$ cat src/rtl/scan_test_pkg.sv
// Shared definitions for the scan pattern applicator: FSM states and
// pattern-word field placement ({stim, exp}, exp in the low half).
package scan_test_pkg;

   localparam int unsigned DEFAULT_CHAIN_LEN = 32;
   localparam int unsigned EXP_LSB           = 0;

   typedef enum logic [2:0] {
      IDLE,
      FETCH,
      LOAD,
      SHIFT,
      CAPTURE,
      UNLOAD,
      DONE
   } scanState_t;

   function automatic int unsigned expMsb(input int unsigned len);
      return EXP_LSB + len - 1;
   endfunction

   function automatic int unsigned stimLsb(input int unsigned len);
      return EXP_LSB + len;
   endfunction

   function automatic int unsigned stimMsb(input int unsigned len);
      return EXP_LSB + 2 * len - 1;
   endfunction

endpackage

$ cat src/rtl/scan_resp_compare.sv
// Combinational response check: counts bits where the captured response
// differs from the expected response.
module scan_resp_compare #(
   parameter int unsigned CHAIN_LEN = 32,
   parameter int unsigned PC_W      = 6
) (
   input  logic [CHAIN_LEN-1:0] resp,
   input  logic [CHAIN_LEN-1:0] expBits,
   output logic [PC_W-1:0]      popCnt,
   output logic                 anyMismatch
);

   logic [CHAIN_LEN-1:0] diff;

   always_comb begin
      diff   = resp ^ expBits;
      popCnt = '0;
      for (int unsigned i = 0; i < CHAIN_LEN; i++) begin
         popCnt = popCnt + PC_W'(diff[i]);
      end
      anyMismatch = |diff;
   end

endmodule

$ cat src/rtl/scan_pattern_applicator.sv
// Applies stored scan patterns to a full-scan chain: fetch, shift in while
// unloading the previous response, capture, and accumulate mismatch results.
module scan_pattern_applicator
   import scan_test_pkg::*;
#(
   parameter int unsigned CHAIN_LEN = DEFAULT_CHAIN_LEN,
   parameter int unsigned ADDR_W    = 8,
   parameter int unsigned CNT_W     = 16
) (
   input  logic                   CK,
   input  logic                   RST,
   input  logic                   start,
   input  logic [ADDR_W:0]        num_pat,
   output logic [ADDR_W-1:0]      mem_addr,
   output logic                   mem_rd,
   input  logic [2*CHAIN_LEN-1:0] mem_data,
   output logic                   scan_en,
   output logic                   scan_in,
   input  logic                   scan_out,
   output logic                   busy,
   output logic                   done,
   output logic                   fail,
   output logic [CNT_W-1:0]       mismatch_cnt,
   output logic [ADDR_W-1:0]      first_fail
);

   localparam int unsigned STIM_MSB = stimMsb(CHAIN_LEN);
   localparam int unsigned STIM_LSB = stimLsb(CHAIN_LEN);
   localparam int unsigned EXP_MSB  = expMsb(CHAIN_LEN);
   localparam int unsigned BIT_W    = (CHAIN_LEN > 1) ? $clog2(CHAIN_LEN) : 1;
   localparam int unsigned PC_W     = $clog2(CHAIN_LEN + 1);
   localparam int unsigned SUM_W    = ((CNT_W > PC_W) ? CNT_W : PC_W) + 1;
   localparam int unsigned NP_W     = ADDR_W + 1;
   localparam logic [NP_W-1:0]  MAX_PAT = {1'b1, {ADDR_W{1'b0}}};
   localparam logic [CNT_W-1:0] CNT_MAX = '1;

   scanState_t           state, stateNext;
   logic [ADDR_W-1:0]    patIdx, patIdxNext, cmpIdx, firstFailNext, memAddrNext;
   logic [NP_W-1:0]      numPatR, numPatNext;
   logic [BIT_W-1:0]     bitCnt, bitCntNext;
   logic [CHAIN_LEN-1:0] stimSr, stimSrNext, expCur, expCurNext, expNxt, expNxtNext;
   logic [CHAIN_LEN-2:0] respSr, respSrNext;
   logic [CHAIN_LEN-1:0] respFull;
   logic [CNT_W-1:0]     cntNext;
   logic [SUM_W-1:0]     cntSum;
   logic [PC_W-1:0]      popCnt;
   logic                 anyMismatch, lastBit, doCompare, failNext;
   logic                 memRdNext, scanEnNext, scanInNext, busyNext, doneNext;

   // The bit currently on scan_out completes the response on the final shift edge
   assign respFull = {scan_out, respSr};
   assign lastBit  = (bitCnt == BIT_W'(CHAIN_LEN - 1));
   assign cntSum   = SUM_W'(mismatch_cnt) + SUM_W'(popCnt);

   scan_resp_compare #(
      .CHAIN_LEN (CHAIN_LEN),
      .PC_W      (PC_W)
   ) uCompare (
      .resp        (respFull),
      .expBits     (expCur),
      .popCnt      (popCnt),
      .anyMismatch (anyMismatch)
   );

   always_comb begin
      stateNext     = state;
      patIdxNext    = patIdx;
      numPatNext    = numPatR;
      bitCntNext    = bitCnt;
      stimSrNext    = stimSr;
      respSrNext    = respSr;
      expCurNext    = expCur;
      expNxtNext    = expNxt;
      failNext      = fail;
      cntNext       = mismatch_cnt;
      firstFailNext = first_fail;
      doCompare     = 1'b0;
      cmpIdx        = patIdx;

      case (state)
         IDLE, DONE: begin
            if (start) begin
               failNext      = 1'b0;
               cntNext       = '0;
               firstFailNext = '0;
               patIdxNext    = '0;
               numPatNext    = (num_pat > MAX_PAT) ? MAX_PAT : num_pat;
               stateNext     = (num_pat == '0) ? DONE : FETCH;
            end
         end
         FETCH: stateNext = LOAD;
         LOAD: begin
            stimSrNext = mem_data[STIM_MSB:STIM_LSB];
            expNxtNext = mem_data[EXP_MSB:EXP_LSB];
            bitCntNext = '0;
            stateNext  = SHIFT;
         end
         SHIFT: begin
            stimSrNext = stimSr >> 1;
            respSrNext = respFull[CHAIN_LEN-1:1];
            bitCntNext = lastBit ? '0 : bitCnt + BIT_W'(1);
            if (lastBit) begin
               doCompare  = (patIdx != '0);
               cmpIdx     = patIdx - ADDR_W'(1);
               expCurNext = expNxt;
               stateNext  = CAPTURE;
            end
         end
         CAPTURE: begin
            bitCntNext = '0;
            if (({1'b0, patIdx} + NP_W'(1)) < numPatR) begin
               patIdxNext = patIdx + ADDR_W'(1);
               stateNext  = FETCH;
            end else begin
               stateNext = UNLOAD;
            end
         end
         UNLOAD: begin
            respSrNext = respFull[CHAIN_LEN-1:1];
            bitCntNext = lastBit ? '0 : bitCnt + BIT_W'(1);
            if (lastBit) begin
               doCompare = 1'b1;
               stateNext = DONE;
            end
         end
         default: stateNext = IDLE;
      endcase

      // Accumulate the previous pattern's result; counter saturates
      if (doCompare) begin
         cntNext = (cntSum > SUM_W'(CNT_MAX)) ? CNT_MAX : CNT_W'(cntSum);
         if (anyMismatch) begin
            failNext = 1'b1;
            if (!fail) firstFailNext = cmpIdx;
         end
      end

      // Outputs are registered, so they follow the state being entered
      memRdNext   = (stateNext == FETCH);
      memAddrNext = (stateNext == FETCH) ? patIdxNext : mem_addr;
      scanEnNext  = (stateNext == SHIFT) || (stateNext == UNLOAD);
      scanInNext  = (stateNext == SHIFT) ? stimSrNext[0] : 1'b0;
      busyNext    = (stateNext != IDLE) && (stateNext != DONE);
      doneNext    = (stateNext == DONE);
   end

   always_ff @(posedge CK or posedge RST) begin
      if (RST) begin
         state        <= IDLE;
         patIdx       <= '0;
         numPatR      <= '0;
         bitCnt       <= '0;
         stimSr       <= '0;
         respSr       <= '0;
         expCur       <= '0;
         expNxt       <= '0;
         mem_addr     <= '0;
         mem_rd       <= 1'b0;
         scan_en      <= 1'b0;
         scan_in      <= 1'b0;
         busy         <= 1'b0;
         done         <= 1'b0;
         fail         <= 1'b0;
         mismatch_cnt <= '0;
         first_fail   <= '0;
      end else begin
         state        <= stateNext;
         patIdx       <= patIdxNext;
         numPatR      <= numPatNext;
         bitCnt       <= bitCntNext;
         stimSr       <= stimSrNext;
         respSr       <= respSrNext;
         expCur       <= expCurNext;
         expNxt       <= expNxtNext;
         mem_addr     <= memAddrNext;
         mem_rd       <= memRdNext;
         scan_en      <= scanEnNext;
         scan_in      <= scanInNext;
         busy         <= busyNext;
         done         <= doneNext;
         fail         <= failNext;
         mismatch_cnt <= cntNext;
         first_fail   <= firstFailNext;
      end
   end

endmodule
$ cat config.mk
export PLATFORM = sky130hd
export DESIGN_NAME = scan_pattern_applicator
export DESIGN_NICKNAME = d
export VERILOG_FILES = /design/src/rtl/scan_test_pkg.sv /design/src/rtl/scan_resp_compare.sv /design/src/rtl/scan_pattern_applicator.sv
export SDC_FILE = /design/constraint.sdc
export NUM_CORES = 1
export LEC_CHECK = 0
export CORE_ASPECT_RATIO = 2
export CORE_MARGIN = 2
export CORE_UTILIZATION = 64
export DETAILED_ROUTE_END_ITERATION = 12
export DONT_BUFFER_PORTS = 1
export PLACE_DENSITY = 0.77
export SLEW_MARGIN = 20
export SYNTH_ARGS = -nofsm -noshare
export SYNTH_HDL_FRONTEND = slang
export SYNTH_SLANG_ARGS = --single-unit
$ cat constraint.sdc
create_clock -name CK -period 7.59 [get_ports CK]
set_input_delay 0.3795 -clock CK [delete_from_list [all_inputs] [get_ports CK]]
set_output_delay 0.3795 -clock CK [all_outputs]
set_load 0.01 [all_outputs]
==> results.tsv <==
stage	metric	value	unit
grt	grt.total_usage	0.244	
grt	use_met1	0.320	
timing	slew_violations	0	
yosys	ys_ff_latch	190	
floorplan	placementRows	64	
clock_tree	clkSinkCount	190	
clock_tree	root_buffer	clkbuf_16	
clock_tree	clk_path_buf_depth	2	
timing	hold_violations	64	
clock_tree	cts_buffers	17	
timing	period_share	0.901	
finish	layout-drive-gt1-share	0.140	
floorplan	die_area	0.0164	sq mm
floorplan	die_x	91.7	um
placement	place_area	0.00997	sq mm
placement	dp_slack	0.785	ns
floorplan	io_pins	115	
routing	drc	0	
setup_path	cp_top_family	adder cells	
timing	timing.fmax	146	MHz
placement	io_buffers	0	
yosys	synth_mux_area_frac	0.122	
floorplan	core	0.0151	sq mm
routing	drt_wl_total	18900	um
yosys	synth_xor_xnor_area_share	0.0489	
yosys	avgSynthCellArea	10.9	sq um
finish	stdcell_area	0.0106	sq mm
routing	wire_per_inst	17.2	um
setup_path	crit_top_cell	fa_1	
setup_path	endpoint_kind	register	
clock_tree	clk_latency	0.44	ns
timing	rsz0062_at_grt	no	
worst_hold_path	hp-class	in -> async	
floorplan	start_util	0.650	
finish	nets	1022	
setup_path	crit_chain	xor2_1, inv_1, ha_1, inv_1, fa_1, inv_1, fa_1, fa_1, fa_1, fa_1, fa_1, fa_1, inv_1, fa_1, fa_1, nand3b_1, a21o_1, a21oi_1, nor3_1, a311oi_1	
setup_path	startpoint	expCur[1]	
job	cap_violations	0	
yosys	synthArstFlopShare	1.00	
floorplan	die_y	179	um
yosys	synth_most_common_cell	dfrtp_1	
finish	area_growth	7.40	%
grt	grt_pass1_wl	31500	um
setup_path	crit_buf_inv	4	
clock_tree	htree_levels	4	
timing	finalClockSkew	0.00697	ns
placement	hpwl	13300	um
yosys	seq_area_frac_synth	0.483	
clock_tree	cts_tree	built	
yosys	synthAdderAreaFrac	0.0891	
timing	slew_headroom	0.436	
timing	finalSetupViolations	0	
grt	met3_usage	0.0614	
finish	n_antenna_cell	0	
setup_path	critPathLaunchType	register	
yosys	synth-simple-area-share	0.133	
yosys	yosysTopAreaCellShare	0.483	
timing	finalWorstSetupSlack	0.753	ns
status	violations	negative hold slack	
timing	whs	-0.0591	ns
setup_path	slowest_delay	0.57	ns
yosys	synth_top_cells_by_area	dfrtp_1 (48%), mux2_2 (7.8%), nand2_1 (6.5%)	
yosys	syn-num-nets	1037	
grt	grt.busiest_layer	met2	
grt	grt_antenna_before_repair	0	
setup_path	path_max_fanout	6	
yosys	netlist_top_cells_count	dfrtp_1 (190), nand2_1 (169), mux2_2 (68)	
setup_path	worstPathRequired	7.92	ns
clock_tree	post_cts_buffers	0	
setup_path	crit_type	reg -> reg	
timing	period_needed	6.84	ns
placement	place_congestion	0.900	
clock_tree	ctsHoldBuffers	0	
yosys	ys.flop_type	dfrtp_1	
routing	vias	6321	
clock_tree	clk_pin_slew_worst_paths	0.07	ns
clock_tree	cts.repair.resized	0	
yosys	synth_cell_type_count	66	
routing	routed_via_density	5.74	
grt	gr-usage-met2	0.404	
yosys	synth_area	0.00983	sq mm
grt	grt_pass1_vias	6376	
yosys	synth_edf_count	0	
setup_path	cp_slowest_cell	fa_1	
yosys	syn_inst	905	
yosys	yosys_warnings	0	
grt	grt_max_degree	123	
setup_path	cp.arrival	7.17	ns
status	outcome	finished, violations left	
timing	setup_tns	0	ns
timing	tightest_slew	0.846	ns
yosys	synth_top_area_cell	dfrtp_1	
routing	dr.pass1.iters	4	
routing	drt_iter0_drc	275	
yosys	synth_compound_area_frac	0.0847	
routing	ant_nets	0	
yosys	synth_top_family_by_area	simple AND/OR/NAND/NOR gates	
setup_path	reg2reg_from	expCur[1]	
grt	globalRouteOverflowTotal	0	
[kinds of logic after synthesis]
logic type | count (synthesis)
and+or+nand+nor | 274
adders and majority gates | 55
muxes | 111
AOI/OAI and AO/OA | 126
xor gates and xnor gates | 54
DFF | 190
buffers and inverters | 95
[metrics by stage]
step / instances / util / hold WS (ns)
finish: 1101 / 0.698 / -0.0591
global route: 1101 / 0.698 / 0.0193
floorplan: 905 / - / 0.435
detailed placement: 1069 / 0.659 / 0.452
CTS: 1101 / 0.697 / 0.0639
global placement: 1069 / 0.659 / 0.451
[layout make-up]
class,count,area [sq um]
Sequential cell,190,4760
Inverter,54,210
Multi-Input combinational cell,620,4710
Clock buffer,19,433
Timing Repair Buffer,7,52.6
Clock inverter,13,154
Tap cell,198,248
Fill cell,1121,4570
[layer usage]
layer / vias to the layer above / wire length [um]
met3: 24 / 840
li1: 3047 / -
met1: 3131 / 8240
met5: - / 0
met4: 0 / 307
met2: 119 / 9540
[sequential cells by signal, indices dropped and copies added, names as in the netlist]
name and count:
scan_en 1, state 3, fail 1, scan_in 1, patIdx 8, stimSr 32
expNxt 32, mem_addr 8, expCur 32, mismatch_cnt 16, respSr 31, mem_rd 1
bitCnt 5, busy 1, first_fail 8, numPatR 9, done 1
[layout by cell type (no fill, tap or decap), types with 4 or more instances in the layout]
cell       count
dfrtp_1      189
nand3b_1       8
mux2_2        68
nor4_1         6
a22o_1         8
nor3_1        15
a21oi_1       21
o21ai_0       49
a21o_1        11
o21a_1         4
buf_4          7
nand3_1       10
and3_1         6
xor2_1        22
nand4_1        4
ha_1          30
nand2_1      169
nor2_1        14
clkbuf_16     17
fa_1          25
nand2b_1       6
xnor2_1       31
inv_1         53
mux2i_1       43
a211oi_1       5
and2_1         6
[worst paths after layout]
check | endpoint | slack (ns) | depth (start not counted)
min in group CK | numPatR[8] | 0.08 | 2
max | mismatch_cnt[10] | 0.75 | 20
max reg2reg | mismatch_cnt[10] | 0.75 | 20
max in group asynchronous | state[0] | 6.17 | 2
min reg2reg | expCur[5] | 0.47 | 2
min | expNxt[1] | -0.06 | 1
Power is not shown: default switching activity piles up to over one toggle a cycle in this logic, so the estimate is an artifact.
